--- src/rtl/hazard_pkg.sv ---
// hazard_pkg: shared forwarding encodings, mult/div state encoding and defaults for hazard_ctrl
package hazard_pkg;

    localparam logic [1:0] FWD_NONE = 2'b00;
    localparam logic [1:0] FWD_WB   = 2'b01;
    localparam logic [1:0] FWD_MEM  = 2'b10;

    localparam int MD_LAT_DEFAULT = 32;

    typedef enum logic {
        MD_IDLE = 1'b0,
        MD_BUSY = 1'b1
    } md_state_t;

    // $0 is hardwired zero, so it never creates a dependency
    function automatic logic regHit(input logic [4:0] a, input logic [4:0] b);
        return (a != 5'd0) && (a == b);
    endfunction

endpackage

--- src/rtl/md_busy_tracker.sv ---
// md_busy_tracker: tracks an accepted mult/div op, busy for exactly MD_LAT cycles after the accept edge
module md_busy_tracker
    import hazard_pkg::*;
#(
    parameter int MD_LAT = MD_LAT_DEFAULT,
    parameter int CNT_W  = 8
) (
    input  logic clk,
    input  logic rst_n,
    input  logic accept,
    output logic busy
);

    md_state_t        state;
    logic [CNT_W-1:0] count;

    // accept only takes effect in idle; the op retires on the cycle the count reaches zero
    always_ff @(posedge clk or negedge rst_n) begin
        if (!rst_n) begin
            state <= MD_IDLE;
            count <= '0;
        end else if (state == MD_IDLE) begin
            if (accept) begin
                state <= MD_BUSY;
                count <= CNT_W'(MD_LAT - 1);
            end
        end else begin
            state <= (count == '0) ? MD_IDLE : MD_BUSY;
            count <= (count == '0) ? '0 : count - 1'b1;
        end
    end

    assign busy = (state == MD_BUSY);

endmodule

--- src/rtl/hazard_ctrl.sv ---
// hazard_ctrl: stall/flush/forwarding control for the 5-stage pipeline; HAZARD_PERF_EN adds the StallCycles counter
module hazard_ctrl
    import hazard_pkg::*;
#(
    parameter int MD_LAT = MD_LAT_DEFAULT,
    parameter int CNT_W  = 8
) (
    input  logic       clk,
    input  logic       rst_n,
    input  logic [4:0] RsD,
    input  logic [4:0] RtD,
    input  logic       BranchD,
    input  logic       PCSrcD,
    input  logic       MdStartD,
    input  logic       MdReadD,
    input  logic [4:0] RsE,
    input  logic [4:0] RtE,
    input  logic [4:0] WriteRegE,
    input  logic       RegWriteE,
    input  logic       MemtoRegE,
    input  logic [4:0] WriteRegM,
    input  logic       RegWriteM,
    input  logic       MemtoRegM,
    input  logic [4:0] WriteRegW,
    input  logic       RegWriteW,
    output logic       StallF,
    output logic       StallD,
    output logic       FlushD,
    output logic       FlushE,
    output logic [1:0] ForwardAE,
    output logic [1:0] ForwardBE,
    output logic       ForwardAD,
    output logic       ForwardBD,
    output logic       MdBusy
`ifdef HAZARD_PERF_EN
    ,
    output logic [31:0] StallCycles
`endif
);

    logic lwStall, brStall, mdStall, stall;

    // EX operand selects: MEM result is newer than WB, so it wins
    always_comb begin
        ForwardAE = (RegWriteM && regHit(RsE, WriteRegM)) ? FWD_MEM :
                    (RegWriteW && regHit(RsE, WriteRegW)) ? FWD_WB  : FWD_NONE;
        ForwardBE = (RegWriteM && regHit(RtE, WriteRegM)) ? FWD_MEM :
                    (RegWriteW && regHit(RtE, WriteRegW)) ? FWD_WB  : FWD_NONE;
    end

    assign ForwardAD = RegWriteM && regHit(RsD, WriteRegM);
    assign ForwardBD = RegWriteM && regHit(RtD, WriteRegM);

    // a branch compared in ID cannot see an ALU result still in EX or a load still in MEM
    always_comb begin
        lwStall = MemtoRegE && (regHit(RsD, WriteRegE) || regHit(RtD, WriteRegE));
        brStall = BranchD && ((RegWriteE && (regHit(RsD, WriteRegE) || regHit(RtD, WriteRegE))) ||
                              (MemtoRegM && (regHit(RsD, WriteRegM) || regHit(RtD, WriteRegM))));
        mdStall = MdBusy && (MdStartD || MdReadD);
        stall   = lwStall || brStall || mdStall;
    end

    assign StallF = stall;
    assign StallD = stall;
    assign FlushE = stall;
    // a stalled branch re-resolves next cycle, so the flush waits for it
    assign FlushD = PCSrcD && !stall;

    md_busy_tracker #(
        .MD_LAT(MD_LAT),
        .CNT_W (CNT_W)
    ) u_md (
        .clk   (clk),
        .rst_n (rst_n),
        .accept(MdStartD && !lwStall && !brStall),
        .busy  (MdBusy)
    );

`ifdef HAZARD_PERF_EN
    // saturating count of stalled cycles
    always_ff @(posedge clk or negedge rst_n) begin
        if (!rst_n)
            StallCycles <= '0;
        else if (stall && (StallCycles != 32'hFFFF_FFFF))
            StallCycles <= StallCycles + 32'd1;
    end
`endif

endmodule

--- config.mk ---
export PLATFORM = sky130hd
export DESIGN_NAME = hazard_ctrl
export DESIGN_NICKNAME = d
export VERILOG_FILES = /design/src/rtl/hazard_pkg.sv /design/src/rtl/md_busy_tracker.sv /design/src/rtl/hazard_ctrl.sv
export SDC_FILE = /design/constraint.sdc
export NUM_CORES = 1
export LEC_CHECK = 0
export CAP_MARGIN = 10
export CORE_UTILIZATION = 42
export DETAILED_ROUTE_END_ITERATION = 10
export GPL_TIMING_DRIVEN = 0
export PLACE_DENSITY = 0.82
export RECOVER_POWER = 100
export SYNTH_ARGS = -nofsm -noshare
export SYNTH_HDL_FRONTEND = slang
export SYNTH_SLANG_ARGS = --single-unit
--- constraint.sdc ---
create_clock -name clk -period 4.78 [get_ports clk]
set_input_delay 0.717 -clock clk [delete_from_list [all_inputs] [get_ports clk]]
set_output_delay 0.717 -clock clk [all_outputs]
set_load 0.01 [all_outputs]
==> results by stage, run 1 <==
Timing:
- The number of hold violations in the final report is 0.
- The number of pins exceeding their max-slew limit in the final report is 0.
- The tightest hold path in the finished design has a slack of 0.548 ns.
- The post-layout minimum cycle time is 4.04 ns.
- The transition time of the tightest slew-check pin is 0.532 ns.
- Headroom to the max-slew limit came out at 64.3%.
- The final setup skew is roughly 0.0035 ns.
- The setup-violating endpoint count in the final report is 0.
- The part of the cycle the worst path needs is 84.6%.
- Setup repair after global routing left no endpoint under its margin.
- Timing would allow up to 247 MHz.
- The aggregate negative setup slack is 0 ns.

Power and ir drop:
- The cell internal power dissipation is around 0.17 mW.
- Registers are responsible for ~33% of the overall power.
- In this run the power spent charging and discharging nets is 0.0660 mW.
- In this run switching power makes up 28.3% of total power.
- Combinational logic burns about two fifths of the power.
- The power density relative to cell area is 140 nW/µm².
- The leakage component of the power is 0.669 nW.
- The clock network burns 25.5% of the power.
- VDD sags by at most 0.108 mV.

Critical path:
- The logic depth of the worst register-to-register path is 6.
- The launch point of the worst reg-to-reg path is u_md.count[5].
- The worst setup path is of the input port to output pin kind.
- At the worst endpoint, the arrival time is roughly 3.3 ns.
- The largest fanout on the critical path is 3.
- The worst-case register-to-register setup slack is slightly above 3 ns.
- The launching element type of the critical path is an input port.
- The worst register-to-register path ends at u_md.count[6].
- The required time reported for the critical path endpoint is 4.06 ns.
- STA classifies the critical path endpoint as an output pin.

Logic synthesis:
- A synthesized cell averages 7.86 µm².
- The most used standard cell by instance count after synthesis is xnor2_1.
- The Yosys step of the flow raised 0 warnings.
- Summing the areas of all compound-gate instances in the mapped netlist gives 10.5% of the synthesized area.
- The top cell type by total area after synthesis is xnor2_1.
- Sorting the synthesized cells by how often they occur yields xnor2_1, nand2_1, xor2_1.
- Of all flip-flops after synthesis, the portion carrying an async set or reset was 100%.
- The xor-xnor portion of the synthesized cell area is between 30% and 40%.
- The main combinational cell family by area after synthesis is XOR/XNOR gates.
- The number of nets produced by synthesis is 184.
- The synthesized netlist devotes 2.34% of its cell area to adder and majority cells.
- The area of the mapped netlist is 1070 µm².
- In this run, synthesis produced a sequential element count of 9.
- After Yosys synthesis, and, or, nand and nor cells account for 27.6% of the synthesized area.
- The share of Yosys cell area claimed by the top area cell type is 23.0%.
- By area the synthesized netlist is led by xnor2_1, dfrtp_1, xor2_1.
- Counting distinct cell types in the post-synthesis netlist gives 29.
- The leading register cell type out of synthesis is dfrtp_1.
- In the synthesized netlist, the number of instances is around 140.
- The share of cell area taken by muxes after synthesis is 1.05%.
- Summing the sequential cell areas from Yosys gives approximately a fifth of the chip area.
- Counting flops with a built-in enable in the synthesized netlist gives 0.

Clocking:
- The clock tree from TritonCTS is yes.
- In this run, post-CTS repair resized a total of 0 instances.
- The setup fix buffers added after clock tree synthesis is 0.
- The later pin in the worst-skew pair is clocked with a latency of ~0.27 ns.
- The number of clock sinks is 9.
- The H-tree depth is 1.
- Buffers inserted during clock tree synthesis total 3.
- Buffers inserted to repair hold after CTS numbered 0.
- The buffer depth of the longest clock path is 2.
- The clock slew at the register clock pins of the worst setup and hold paths is 0.06 ns.
- The CTS root buffer is clkbuf_4.

GRT:
- The total overflow left after global routing is 0.
- The number of global-route vias before repair is 1,198.
- Entering global routing, the biggest net connects 10 pins.
- The global-route wire length before repair is ~5000 µm.
- For this run, the total global-route usage over all layers was measured as 23.8%.
- The initial antenna violation count is 0.

Cells and area:
- The final antenna diode count is 0.
- The number of nets in the layout is 244.
- The finished layout holds 223 standard cells, fillers aside.
- The post-route netlist has between 4 and 5% of its cells at a drive strength greater than 1.
- The signed area change from the synthesized netlist to the final layout is 56.4%.

Placed design:
- After legalization and detailed placement, the total HPWL measured 2660 µm.
- The last weighted congestion value of the routability-driven placer is 0.860.
- The count of input and output buffers is 55.
- The total placed cells including tap cells is 219.

Die:
- The die covers 2750 µm².
- 57 I/O pins were placed.
- The site row count is 17.
- Measured along the x axis, the die boundary spans 52.4 µm.
- The core region is about 2300 µm².
- The initial utilization of the core area, before any placement, comes to 46.5%.
- In this run the vertical extent of the chip is 52.4 µm.

Routing:
- The routed design has 3060 µm of wire.
- The number of iterations in the first detailed-routing pass is 5.
- The violation count after the first detailed-route iteration is 18.
- The detailed router placed 1,226 vias in this run.
- Dividing the detail-routed via count by the number of cells gives 5.50.
- The post-route DRC violation count is 0.
- Dividing the detail-routed wire length by the instance count gives 13.7 µm.
- The number of antenna-violating nets in the routed design is 0.

Run status:
- The flow ran to the end, and the final reports show no timing, DRC or antenna violations.

Flow run:
- The count of max-cap constraint violations is 0.

Hold path:
- The class of the tightest hold or removal check is flip-flop to flip-flop.
- The start point of the worst hold path is u_md.count[0].
- The endpoint with the worst hold slack is u_md.count[0].
- The count of cells along the worst hold path is 1.
worst max-delay path by stage:
stage,start,endpoint,cells after the start
2_1_floorplan,RsD[2],StallD,6
3_3_place_gp,RsD[3],StallF,9
3_5_place_dp,RsD[3],StallF,9
4_1_cts,RsD[3],StallF,9
5_1_grt,RsD[1],StallF,9
6_report,RsD[1],StallF,9
power by group through the flow:
stage	sequential, mW	clock (mW)	combinational [mW]
floorplan	0.0776	0	0.0380
global placement	0.0776	0	0.0961
detailed placement	0.0776	0	0.0994
CTS	0.0762	0.0600	0.0997
global route	0.0761	0.0657	0.105
finish	0.0762	0.0596	0.0978
through the flow:
step | util (%) | instance area, µm² | setup WS [ns] | total power [mW]
3_3_place_gp | 72.0 | 1650 | 0.896 | 0.174
5_1_grt | 72.8 | 1670 | 0.591 | 0.247
6_report | 72.8 | 1670 | 0.735 | 0.234
3_5_place_dp | 72.0 | 1650 | 0.860 | 0.177
4_1_cts | 73.1 | 1680 | 0.846 | 0.236
2_1_floorplan | - | 1070 | 2.01 | 0.116
layout make-up:
class / instances / area (µm²)
Inverter: 7 / 26.3
Tap cell: 28 / 35.0
Timing Repair Buffer: 55 / 551
Buffer: 4 / 22.5
Sequential cell: 9 / 225
Multi-Input combinational cell: 116 / 786
Fill cell: 175 / 626
Clock buffer: 4 / 26.3
registers in the layout (all words and copies together) (netlist names):
register / count
u_md.busy: 1
u_md.count: 8
metal layers:
layer  vias to the layer above  share of wire, %  track usage (%)
met5                         -                 0                0
li1                        602                 -                -
met4                         0               1.5             9.21
met1                       557                42             27.5
met2                        60                49             43.5
met3                         7               6.8             3.19
critical path: stages:
cell,delay [ns]
dlygate4sd3_1,0.62
or4_1,0.14
nor2_1,0.05
or4_2,0.67
a21oi_1,0.24
nor2_1,0.09
nand2_1,0.10
buf_4,0.11
dlygate4sd3_1,0.59
layout by cell type, fill, tap and decap left out, types with 6 or more instances in the layout:
cell	n
dlygate4sd3_1	13
nand2_1	14
nor4_1	7
nor3_1	6
or4_1	6
nand4_1	6
xnor2_1	28
clkdlybuf4s50_1	42
nor2_1	9
xor2_1	12
inv_1	7
dfrtp_1	9
logic make-up (layout without fill, tap and decap cells):
family                     Yosys count  after routing
muxes                                1              1
buffers and inverters               11             70
AOI/OAI and AO/OA                   17             17
adders and majority gates            2              2
and+or+nand+nor                     56             56
xor gates and xnor gates            40             40
DFF                                  9              9
No activity file was read; power rests on OpenSTA's default activity.
==> run 2, diff against run 1 <==
Settings changed: CORE_UTILIZATION 42 to 35, PLACE_DENSITY 0.82 to 0.73.
Clock period 4.78 ns to 3.55 ns, I/O delays scaled along.
==> run 2 against run 1 <==
The flow now finishes with violations (DRC). Core utilization down 13 points. Non-clock buffer count unchanged. Sequential cell count unchanged. Final cell count up 1.3%. Total power up 35%. Critical path depth unchanged. Design area up 1.3%. Register-to-register slack worse by 1.3 ns. Worst hold slack better by 0.0081 ns. First-iteration DRC count up 78%. Highest routed layer unchanged.
==> results by stage, run 2 (synthesis results as in run 1) <==
Timing:
- The transition time of the tightest slew-check pin is 0.506 ns.
- The number of hold violations in the final report is 0.
- The achievable frequency is 291 MHz.
- The worst path uses 96.9% of the clock period.
- The worst relative slew slack is 66.0%.
- Setup violations remaining at the end of the flow were counted as 0.
- The number of pins exceeding their max-slew limit in the final report is 0.
- Setup repair after global routing left no endpoint under its margin.
- The post-layout minimum cycle time is 3.44 ns.
- The final setup skew is 0.00637 ns.
- The tightest hold path in the finished design has a slack of around 0.56 ns.

Die:
- 57 I/O pins were placed.
- The die covers ~3300 µm².
- The initial utilization of the core area, before any placement, comes to 37.8%.
- From bottom edge to top edge, the die measures ~57 µm.
- The die span in x is between 50 and 60 µm.
- The area of the placeable core is between 2000 and 3000 µm².
- The site row count is 19.

GRT:
- The total overflow left after global routing is 0.
- The global-route wire length before repair is slightly above 5000 µm.
- For this run, the total global-route usage over all layers was measured as 19.5%.
- The number of global-route vias before repair is approximately 1.3k.
- Entering global routing, the biggest net connects 10 pins.
- The initial antenna violation count came to 0.

Clocking:
- For this design, the sink count on the clock tree is 9.
- After clock tree synthesis, the flow added hold-fix buffers numbering 0.
- Clock-pin slew was measured on the worst setup and hold paths at 0.06 ns.
- The buffer depth of the longest clock path is 2.
- The CTS root buffer is clkbuf_4.
- The clock tree from TritonCTS is yes.
- The number of buffers added by the clock tree synthesis step is 3.
- The later pin in the worst-skew pair is clocked with a latency of 0.27 ns.
- In this run the post-CTS setup repair buffer count came out at 0.
- In this run the number of H-tree levels came out at 1.

Routing:
- The average routed wire per standard cell is approximately 13 µm.
- Summing over every cut layer, the via total after detailed routing is 1,213.
- The wire length after detailed routing is 2990 µm.
- The detailed router finished its first iteration with 32 violations.
- The count of nets left with antenna violations once routing finished came out at 0.
- Using the TritonRoute via totals, the vias-per-cell ratio works out to 5.37.
- In the routed design, unresolved DRC markers number 2.
- The number of iterations in the first detailed-routing pass is 9.

Cells and area:
- The register with the most flip-flops is u_md.count.
- The fraction of final layout cells with drive strength greater than 1 is 4.62%.
- The signed area change from the synthesized netlist to the final layout is 58.5%.
- The repair_antennas step left the layout with diodes totalling 0.
- The number of nets in the layout is ~240.
- The register with the most flip-flops in the layout has 8 of them.
- The library cells used most frequently in the layout, excluding fill and tap cells, are clkdlybuf4s50_1, xnor2_1, nand2_1, xor2_1.
- Leaving out fill and tap cells, the most frequent cell in the layout is clkdlybuf4s50_1.

Placed design:
- The last weighted congestion value of the routability-driven placer is approximately 0.82.
- The count of input and output buffers is 55.
- Detailed placement ended at an HPWL of 2570 µm.

Run status:
- The flow ran to the end, but the final reports show violations.
- The checks that failed: DRC.

Power and ir drop:
- After layout, the design draws a total of 0.316 mW.
- The power density relative to cell area is between 150 and 200 nW/µm².
- The leakage component of the power is 0.693 nW.
- The worst-case IR drop observed on VDD is ~0.076 mV.

Critical path:
- The slowest library cell on the worst path is or4_2.
- The required time reported for the critical path endpoint is 3.02 ns.
- The launching instance or port of the critical path is RsD[1].
- The critical path in this run is classified as input port to output pin.
- In this run the worst path has a maximum fanout of 3.
- The cell class contributing the biggest share of worst-path delay is buffers and inverters.
- The startpoint identified for the worst register-to-register timing path is u_md.count[5].
- The reg-to-reg critical path endpoint is u_md.count[7].
- Traced cell by cell, the critical path runs through clkdlybuf4s50_1 > or4_1 > nor2_1 > or4_2 > a21oi_4 > nor2_1 > nand2_1 > buf_4 > clkdlybuf4s50_1.
- Across all register-to-register paths, the minimum setup slack is 1.81 ns.
- Data on the critical path arrives at its endpoint at 2.91 ns.
- The type of element capturing the critical path is an output pin.
- STA classifies the critical path startpoint as an input port.
- The number of cells on the critical path is 9.
- For the worst flop-to-flop path, the logic depth is 6.
- The critical path endpoint is StallF.
- The delay of the slowest cell on the worst path is approximately 0.7 ns.
- The number of buffers and inverters on the critical path is 3.

Flow run:
- Across the run, the number of max-cap violations was 0.

Hold path:
- In this run the worst hold path is classified as flip-flop to flip-flop.
[run 2: cell count changes in the layout (fill, tap and decap cells not counted), sizes merged]
| cell | delta |
|---|---|
| dlygate4sd3 | -5 |
| dlymetal6s2s | +3 |
| clkdlybuf4s50 | +2 |
[run 2: worst reg2reg max path: stages, from the launching register on]
cell     delay (ns)
dfrtp_1        0.42
nor4_1         0.36
nand4_1        0.23
nand2_1        0.27
nor3_1         0.08
a31oi_1        0.15
o21ai_0        0.10
[run 2: final cells by class]
type | count | area [µm²]
plain buffers | 4 | 22.5
clock buffers | 4 | 26.3
fillers | 249 | 1130
inverters | 7 | 26.3
multi-input cells | 116 | 797
flip-flops and latches | 9 | 225
well taps | 31 | 38.8
repair buffers | 55 | 558
[run 2: stage by stage]
step           util (%)  cells  worst slack (ns)  instance area (µm²)  setup TNS [ns]
2_1_floorplan         -    136              1.14                 1070               0
3_3_place_gp       58.6    222            0.0334                 1660               0
3_5_place_dp       58.6    222           -0.0139                 1660         -0.0139
4_1_cts            59.7    226            0.0328                 1690               0
5_1_grt            59.9    226            0.0112                 1690               0
6_report           59.9    226             0.111                 1690               0
[run 2: metal layers]
layer / up-vias / global-route usage, % / wire length, µm
met3: 5 / 2.49 / 190
li1: 599 / - / -
met1: 556 / 21.5 / 1220
met5: - / 0 / 0
met4: 0 / 7.67 / 31
met2: 53 / 37.5 / 1540
[run 2: power by group]
group	switching, mW	internal [mW]	leakage, nW
Clock	0.0381	0.0434	0.0150
Combinational	0.0514	0.0807	0.577
Sequential	0	0.103	0.101
Total	0.0894	0.227	0.693
[run 2: worst min-delay path by stage]
| stage | startpoint | to | slack [ns] | depth (start not counted) |
|---|---|---|---|---|
| floorplan | rst_n | u_md.busy | 0.24 | 0 |
| global route | u_md.count[0] | u_md.count[0] | 0.59 | 1 |
| global placement | u_md.count[6] | u_md.count[6] | 0.51 | 2 |
| detailed placement | u_md.count[6] | u_md.count[6] | 0.53 | 2 |
| CTS | u_md.count[6] | u_md.count[6] | 0.55 | 2 |
| finish | u_md.count[6] | u_md.count[6] | 0.56 | 2 |
[run 2: what timing repair did]
item                                    CTS  global route
pin swaps                                 0             1
endpoints found under the hold margin     0             0
gates resized for setup                   1             4
gates cloned                              0             0
endpoints found under the setup margin    2             2
==> run 3, diff against run 2 <==
Settings changed: ABC_AREA set to 1, CORE_UTILIZATION 35 to 38, PLACE_DENSITY 0.73 to 0.74.
==> run 3 against run 2 <==
Worst hold slack got worse by 0.021 ns. Via count rose by 18%. Synthesized cell count rose by 50%. Critical path depth rose by 3. Largest cell class unchanged. Total power rose by 110%. Worst setup slack improved by 0.24 ns. Clock skew fell by 0.0055 ns. Sequential power rose by 88%. The run now ends clean. Fmax rose by 7.5%.
==> results by stage, run 3 <==
Routing:
- The vias after detailed routing is 1,433.
- The detail route stage leaves a number of antenna-violating nets equal to 0.
- The wire length after detailed routing is 3520 µm.
- The average routed wire per standard cell is 11.5 µm.
- The number of iterations in the first detailed-routing pass is 4.
- The average via count per standard cell is 4.67.
- The post-route DRC violation count is 0.
- The violation count after the first detailed-route iteration is 48.

GRT:
- The initial antenna violation count was 0.
- The global routing met3 resource utilization is 2.16%.
- For met1 alone, demand over resource in global routing was ~29%.
- Entering global routing, the biggest net connects 11 pins.
- The number of global-route vias before repair is 1,280.
- For this run, global-route usage on met2 was measured as 32.7%.
- The layer carrying the most global-route usage is met2.
- The global-route usage over all layers is 20.3%.
- The aggregate global routing overflow is 0.
- The first global-routing pass estimated 5580 µm of wire.

Die:
- The full die area is 3560 µm².
- Measured along the x axis, the die boundary spans 59.7 µm.
- The area of the placeable core is 3100 µm².
- In this run the vertical extent of the chip is 59.7 µm.
- The count of boundary I/O pins is 57.
- The site row count is 20.
- For this configuration, the core starts out at a cell density of 40.7%.

Timing:
- The number of hold violations in the final report came to 0.
- The aggregate negative setup slack is 0 ns.
- The number of pins exceeding their max-slew limit in the final report came to 0.
- The smallest hold slack is 0.535 ns.
- For the pin with the worst max-slew slack, the measured transition is around 0.40 ns.
- The part of the cycle the worst path needs is 90.1%.
- The final setup skew is 0.000834 ns.
- The worst relative slew slack is 73.4%.
- The setup-violating endpoint count in the final report is 0.
- Setup repair after global routing left no endpoint under its margin.
- Timing would allow up to approximately 310 MHz.
- The post-layout minimum cycle time is between 3 and 4 ns.

Flow run:
- The tool flagged a number of max-cap violations equal to 0.

Run status:
- The run finished with clean final reports.

Clocking:
- The setup fix buffers added after clock tree synthesis is 0.
- The number of buffers added by the clock tree synthesis step is 3.
- The CTS root buffer is clkbuf_4.
- The number of buffers inserted by hold repair at cts is 0.
- TritonCTS built the clock tree.
- For the worst-skew pair, the clock arrives at the later sink with an insertion delay of 0.26 ns.
- Clock-pin slew was measured on the worst setup and hold paths at 0.06 ns.
- In this run, post-CTS repair resized a total of 0 instances.
- The H-tree depth is 1.
- The number of clock sinks is 9.
- The buffer depth of the longest clock path is 2.

Cells and area:
- Across the whole layout, storage elements account for ~230 µm².
- The fraction of final layout cells with drive strength greater than 1 is 3.42%.
- The top cell types in the final layout, fill and taps aside, are nand2_1, clkdlybuf4s50_1, inv_1, nor2_1, nand3_1.
- The net count of the finished layout is 312.
- Fill cells in the final layout number around 320.
- The multi-input combinational cells in the finished layout cover a total of ~870 µm².
- The post-layout instance area is 1880 µm².
- The most frequent standard cell in the layout excluding fill and tap cells is nand2_1.
- The signed area change from the synthesized netlist to the final layout is 48.6%.
- Counting flops per register, the top entry is u_md.count.
- The flip-flop count of the largest register after layout is 8.
- The final antenna diode count is 0.

Critical path:
- The slowest library cell on the worst path is dlygate4sd3_1.
- The worst-case register-to-register setup slack is 2.10 ns.
- The dominant cell type by count on the critical path is nand2_1.
- The largest fanout on the critical path is 4.
- The critical path goes through dlygate4sd3_1 > xnor2_1 > nand2_1 > nor2_1 > nand2_1 > nand2_1 > nand2_1 > nand2_1 > nand2_1 > nand3_1 > buf_4 > clkdlybuf4s50_1.
- The worst register-to-register path ends at u_md.busy.
- At the worst endpoint, the arrival time is 2.67 ns.
- The worst register-to-register path begins at u_md.count[5].
- The logic depth of the worst register-to-register path is 5.
- The type of element capturing the critical path is an output pin.
- The largest single stage delay on the critical path is 0.72 ns.
- The launching element type of the critical path is an input port.
- The required time reported for the critical path endpoint is 3.02 ns.
- The critical setup path kind is input port to output pin.

Logic synthesis:
- The portion of the post-synthesis area used by sequential elements is between 15 and 20%.
- By instance count, the leading cell after synthesis is nand2_1.
- The synthesized design contains 0 enable-type register cells.
- The area of the mapped netlist is 1260 µm².
- The async set-or-reset flop fraction in the synthesized netlist is 100%.
- The Yosys step of the flow raised 0 warnings.
- Counting every net in the synthesized netlist gives between 200 and 300.
- In this run the mean area of a mapped cell was just over 6 µm².
- Among all flip-flop cells after synthesis, the most frequent one is dfrtp_1.
- The synthesized netlist contains 26 unique library cells.
- Synthesis handed over a netlist of 204 instances.
- The share of Yosys cell area claimed by the top area cell type is between 15 and 20%.
- The number of synthesized register bits is 9.
- By area the synthesized netlist is led by dfrtp_1, nand2_1, xnor2_1.
- Summed over all instances, the cell type with the most area after synthesis is dfrtp_1.
- In the synthesized netlist, the cells that appear most often are nand2_1, inv_1, nor2_1.

Placed design:
- Once placement finished, the instance area stood at 1870 µm².
- The estimated wirelength of the detail-placed design is 2840 µm.
- The last weighted congestion value of the routability-driven placer is 0.863.
- Buffers placed on the I/O ports in this run total 55.

Power and ir drop:
- The fraction of power spent switching nets is 42.1%.
- The leakage component of the power is between 0.9 and 1 nW.
- Per report_power, the clock group accounts for 11.4% of the total.
- The design draws slightly below 0.7 mW.
- The peak supply drop is ~0.32 mV.
- Sequential cells account for ~29% of the total power.
- Of the total power, combinational logic draws 59.8%.
- Dividing total power by cell area gives a power density of 358 nW/µm².
- The cell internal power dissipation is 0.389 mW.
- The switching power is ~0.28 mW.

Hold path:
- The start point of the worst hold path is u_md.count[0].
- The class of the tightest hold or removal check is flip-flop to flip-flop.
- The count of cells along the worst hold path is 2.
- The path with the worst hold slack has its endpoint at u_md.count[0].
## run 3: logic make-up after synthesis
logic type,count (synthesis),synth area share [%]
AND/OR/NAND/NOR,110,37.5
adder cells (fa/ha/maj),2,1.98
buffers and inverters,36,12.2
XOR/XNOR,31,21.5
AO/OA/AOI/OAI,16,9.01
flip-flops,9,17.8
## run 3: worst max path at each step
stage            startpoint      to  slack, ns
2_1_floorplan  WriteRegM[1]  FlushD       1.47
3_3_place_gp   WriteRegM[0]  StallF       0.41
3_5_place_dp   WriteRegM[0]  StallF       0.39
4_1_cts        WriteRegM[0]  StallF       0.39
5_1_grt              RsD[3]  FlushD       0.12
6_report       WriteRegM[0]  StallF       0.35
## run 3: layer usage
| layer | up-vias | share of wire [%] | wire length (µm) |
|---|---|---|---|
| met1 | 626 | 51 | 1790 |
| li1 | 762 | - | - |
| met4 | 0 | 0.77 | 27 |
| met5 | - | 0 | 0 |
| met2 | 41 | 44 | 1540 |
| met3 | 4 | 4.9 | 172 |
## run 3: through the flow
stage	instances	util (%)	setup slack [ns]
final	307	60.5	0.352
after global routing	307	60.5	0.124
after CTS	307	61.1	0.385
after detailed placement	303	60.2	0.395
after global placement	303	60.2	0.406
after floorplan	204	-	1.47
## run 3: cell type report
cell class                      instances  share of cell area [%]
Inverter                               32                    6.40
Buffer                                  4                    1.80
Timing Repair Buffer                   55                    29.3
Clock buffer                            4                    1.40
Sequential cell                         9                    12.0
Tap cell                               44                    2.93
Multi-Input combinational cell        159                    46.2
## run 3: critical path, delay by kind of cell
kind          cells  cell delay (ns)
xor+xnor          1             0.16
simple gates      8             0.60
buf+inv           3             1.36
## run 3: power groups by stage
stage | registers [mW] | logic [mW] | clock network [mW]
floorplan | 0.186 | 0.261 | 0
global placement | 0.194 | 0.404 | 0
detailed placement | 0.195 | 0.406 | 0
CTS | 0.193 | 0.410 | 0.0804
global route | 0.200 | 0.454 | 0.0833
finish | 0.194 | 0.402 | 0.0763
